==> src/rtl/vsa_mem_arbiter.sv <==
// vsa_mem_arbiter: two-port (fetch/data) arbiter in front of a single-ported
// memory with a one-cycle read latency. One access completes every two cycles.
module vsa_mem_arbiter #(
  parameter bit RR_EN     = 1'b1,
  parameter bit INIT_LAST = 1'b0
) (
  input  logic        clock,
  input  logic        reset,
  input  logic        if_req,
  input  logic [4:0]  if_addr,
  output logic        if_gnt,
  output logic        if_valid,
  output logic [11:0] if_rdata,
  input  logic        d_req,
  input  logic        d_wr,
  input  logic [4:0]  d_addr,
  input  logic [4:0]  d_wdata,
  output logic        d_gnt,
  output logic        d_valid,
  output logic [4:0]  d_rdata,
  output logic        mem_en,
  output logic        mem_we,
  output logic [4:0]  mem_addr,
  output logic [11:0] mem_wdata,
  input  logic [11:0] mem_rdata
);

  localparam int unsigned AW  = 5;
  localparam int unsigned DW  = 12;
  localparam int unsigned DDW = 5;

  typedef enum logic [1:0] {
    IDLE   = 2'd0,
    ACCESS = 2'd1,
    RESP   = 2'd2
  } state_e;

  state_e           state_q, state_d;
  logic             last_q, last_d;    // 1 = data port granted last
  logic             win_q, win_d;      // 1 = data port owns current access
  logic             wr_q, wr_d;        // latched data store
  logic [AW-1:0]    addr_q, addr_d;
  logic [DDW-1:0]   wdata_q, wdata_d;
  logic             arb_win;

  // Winner among the requests sampled this edge (1 = data port)
  always_comb begin
    arb_win = d_req;
    if (if_req && d_req) begin
      arb_win = RR_EN ? ~last_q : 1'b1;
    end
  end

  // State and latched-request registers with synchronous reset
  always_ff @(posedge clock) begin
    if (reset) begin
      state_q <= IDLE;
      last_q  <= INIT_LAST;
      win_q   <= 1'b0;
      wr_q    <= 1'b0;
      addr_q  <= '0;
      wdata_q <= '0;
    end else begin
      state_q <= state_d;
      last_q  <= last_d;
      win_q   <= win_d;
      wr_q    <= wr_d;
      addr_q  <= addr_d;
      wdata_q <= wdata_d;
    end
  end

  // Next-state, arbitration and output decode
  always_comb begin
    state_d   = state_q;
    last_d    = last_q;
    win_d     = win_q;
    wr_d      = wr_q;
    addr_d    = addr_q;
    wdata_d   = wdata_q;
    if_gnt    = 1'b0;
    if_valid  = 1'b0;
    if_rdata  = '0;
    d_gnt     = 1'b0;
    d_valid   = 1'b0;
    d_rdata   = '0;
    mem_en    = 1'b0;
    mem_we    = 1'b0;
    mem_addr  = '0;
    mem_wdata = '0;

    case (state_q)
      IDLE, RESP: begin
        if (state_q == RESP) begin
          if (win_q) begin
            d_valid = 1'b1;
            d_rdata = wr_q ? '0 : mem_rdata[DDW-1:0];
          end else begin
            if_valid = 1'b1;
            if_rdata = mem_rdata;
          end
        end
        if (if_req || d_req) begin
          state_d = ACCESS;
          last_d  = arb_win;
          win_d   = arb_win;
          wr_d    = arb_win & d_wr;
          addr_d  = arb_win ? d_addr : if_addr;
          wdata_d = arb_win ? d_wdata : '0;
        end else begin
          state_d = IDLE;
        end
      end
      ACCESS: begin
        state_d   = RESP;
        mem_en    = 1'b1;
        mem_we    = win_q & wr_q;
        mem_addr  = addr_q;
        mem_wdata = DW'(wdata_q);
        if_gnt    = ~win_q;
        d_gnt     = win_q;
      end
      default: begin
        state_d = IDLE;
      end
    endcase
  end

endmodule

==> config.mk <==
export PLATFORM = sky130hd
export DESIGN_NAME = vsa_mem_arbiter
export DESIGN_NICKNAME = d
export VERILOG_FILES = /design/src/rtl/vsa_mem_arbiter.sv
export SDC_FILE = /design/constraint.sdc
export NUM_CORES = 1
export LEC_CHECK = 0
export CORE_MARGIN = 2
export CORE_UTILIZATION = 33
export CTS_BUF_LIST = sky130_fd_sc_hd__clkbuf_8
export DETAILED_ROUTE_END_ITERATION = 7
export GPL_ROUTABILITY_DRIVEN = 1
export PLACE_DENSITY = 0.81
export SETUP_SLACK_MARGIN = 0.02
export SYNTH_ARGS = -nofsm -noshare
export SYNTH_HDL_FRONTEND = slang
export SYNTH_SLANG_ARGS = --single-unit
==> constraint.sdc <==
create_clock -name clock -period 1.4 [get_ports clock]
set_input_delay 0.28 -clock clock [delete_from_list [all_inputs] [get_ports clock]]
set_output_delay 0.28 -clock clock [all_outputs]
set_load 0.005 [all_outputs]
==> impl_metrics.toml <==
[outcome]
outcome = "complete, but fails checks"
violations = "setup timing"

[clocking]
cts_num_sinks = 14
clk_latency_ps = 240
root_buffer = "clkbuf_8"
cts_tree = "done"
cts_max_level = 1
clockBufferDepth = 2
cts-buffers-inserted = 3
clk_pin_slew_ps = 60
hold_buffers = 0

[sta]
rsz0062_at_grt = "true"
hold_viol_final = 0
finClkSkew_ps = 0.853
setup_viol = 20
hold_slack_ps = 452
max_freq_mhz = 608
drv_slew = 0
worst_slack_ps = -244
final.min_clock_period_ps = 1640
finalCritPeriodShare = 1.17

[global_routing]
grt.total_usage = 0.178
antenna_found_initial = 0
first_global_vias = 1006
globalRoute.totalOverflow = 0
grt_max_degree = 10
grt_pass1_wl_mm = 4.45

[routing]
wl_per_cell_um = 13.2
routed_wirelength_mm = 2.72
drc = 0
vias_per_cell = 4.57
drt-initial-drc-count = 2
ant_nets = 0
first_pass_iters = 2
via_count = 945

[worst_setup_path]
rr_endpoint = "addr_q[3]$_SDFFE_PP0P_"
crit_slowest_cell = "dfxtp_4"
required_ps = 1120
slowest_delay_ps = 370
crit_type = "reg -> out"
cp-end-kind = "output port"
critPathArrivalTime_ps = 1360
path_delay_family = "simple AND/OR/NAND/NOR gates"
critical_path.max_fanout = 5
r2r_slack_ps = 110
timing.rr.start = "state_q[0]$_SDFF_PP0_"
path_buf_inv = 1
cp-start-kind = "flip-flop"
reg2reg_depth = 5
crit_path_cell_trace = "and3b_1 > nor2b_4 > and2_1 > clkdlybuf4s15_2"

[synth]
ys_warn_count = 0
synth-seq-cells = 14
synth_cells = 93
synth.avg_cell_area_um2 = 9.55
synth_cell_types = 22
syn_area_um2 = 888
yosysSeqAreaShare = 0.315

[die]
core.rowCount = 18
io_pins = 72
fp.dieW_um = 55.9
floorplan.initialDensity = 0.352
core-area_um2 = 2520
die_area_um2 = 3120
die_h_um = 55.9

[place]
gp_congestion = 0.811
dpl_cell_area_um2 = 1590
dp_slack_ps = -337
port_buffers = 64
post-place-cells = 194
dp.final_hpwl_mm = 1.96

[flow_run]
maxCapViolations = 0

[power_and_ir_drop]
ir_worst_vdd_mv = 0.630
powerDensity_nw_per_um2 = 690
leakage_uw = 0.000850

[finish]
layout_common_cells = "29 x clkdlybuf4s50_1, 27 x buf_6, 17 x and2_4, 13 x buf_4, 13 x buf_2"
post-route-cell-area_um2 = 1780
post-route-util = 0.706
layout_commonest_cell = "clkdlybuf4s50_1"
drive_gt1_frac = 0.548
stdcell_count = 207
antennaDiodeCount = 0
area_growth_pct = 101
nets = 210

[hold_path]
hold_path_end = "win_q$_SDFFE_PP0P_"
hold_class = "in -> reg"
min_path_cells = 3
min-delay-start = "d_req"
[synthesized netlist by cell type]
library cell	instances	area [um2]
a2111oi_4	1	27.5
o21ba_2	1	10.0
a21boi_4	1	18.8
and2_1	28	175
a21oi_1	1	5.00
nor2_2	5	31.3
and3_1	1	6.26
buf_4	8	60.1
buf_6	3	33.8
dfxtp_1	14	280
nor2b_1	2	12.5
a211oi_2	5	62.6
buf_2	1	5.00
mux2i_1	5	50.1
nor2_1	3	11.3
nand2b_1	1	6.26
a311oi_1	1	8.76
a22o_1	6	52.6
inv_1	3	11.3
and3b_1	1	8.76
conb_1	1	3.75
nor3b_1	1	7.51
[layer usage]
metal	vias up	wire length, um	GRT usage
met5	-	0	0
met4	0	9	0.0612
met3	2	270	0.0535
met2	52	1430	0.342
met1	429	1020	0.179
li1	462	-	-
[flip-flops by register name, summed over array words and instances (netlist names)]
name / flops
wr_q: 1
addr_q: 5
wdata_q: 5
state_q: 2
win_q: 1
[layout make-up]
cell class                 count  area, um2
timing repair buffer          86        795
fill                         200        741
multi-input combinational     70        594
sequential                    14        287
clock buffer                   4       55.1
tap                           30       37.5
inverter                       3       13.8
[cells by family after synthesis]
logic type | synth area share
and+or+nand+nor | 0.292
AOI/OAI and AO/OA | 0.208
buffers and inverters | 0.124
DFF | 0.315
muxes | 0.0563
other | 0.00422
[worst max-delay path by stage]
stage | start | end | slack [ps] | cells after the start
after floorplan | win_q$_SDFFE_PP0P_ | if_rdata[10] | 90 | 4
after global placement | state_q[0]$_SDFF_PP0_ | d_rdata[0] | -280 | 4
after detailed placement | state_q[0]$_SDFF_PP0_ | d_rdata[2] | -340 | 4
after CTS | state_q[0]$_SDFF_PP0_ | if_rdata[8] | -240 | 6
after global routing | state_q[0]$_SDFF_PP0_ | d_rdata[2] | -290 | 4
final | state_q[0]$_SDFF_PP0_ | d_rdata[2] | -240 | 4
[power by group]
part	leakage (uW)	switching (uW)	internal, uW
combinational	0.000704	137	243
sequential	0.000117	25.6	431
clock	0.0000288	145	249
total	0.000850	307	922
[worst min-delay path, stage by stage]
cell            delay [ps]
dlymetal6s2s_1         160
a21oi_1                160
a311oi_1                50
[stage by stage]
stage | power, uW | TNS, ps
CTS | 1220 | -3390
detailed placement | 790 | -9190
finish | 1230 | -2940
floorplan | 615 | 0
global placement | 782 | -8530
global route | 1290 | -4400
[repair_timing]
item	in CTS	in global routing
endpoints found under the setup margin	37	34
gates resized for setup	160	29
buffers inserted	8	1
cloned	1	0
endpoints found under the hold margin	0	0
pin swaps	18	3
Note: power is estimated with default switching activity, not from simulation.
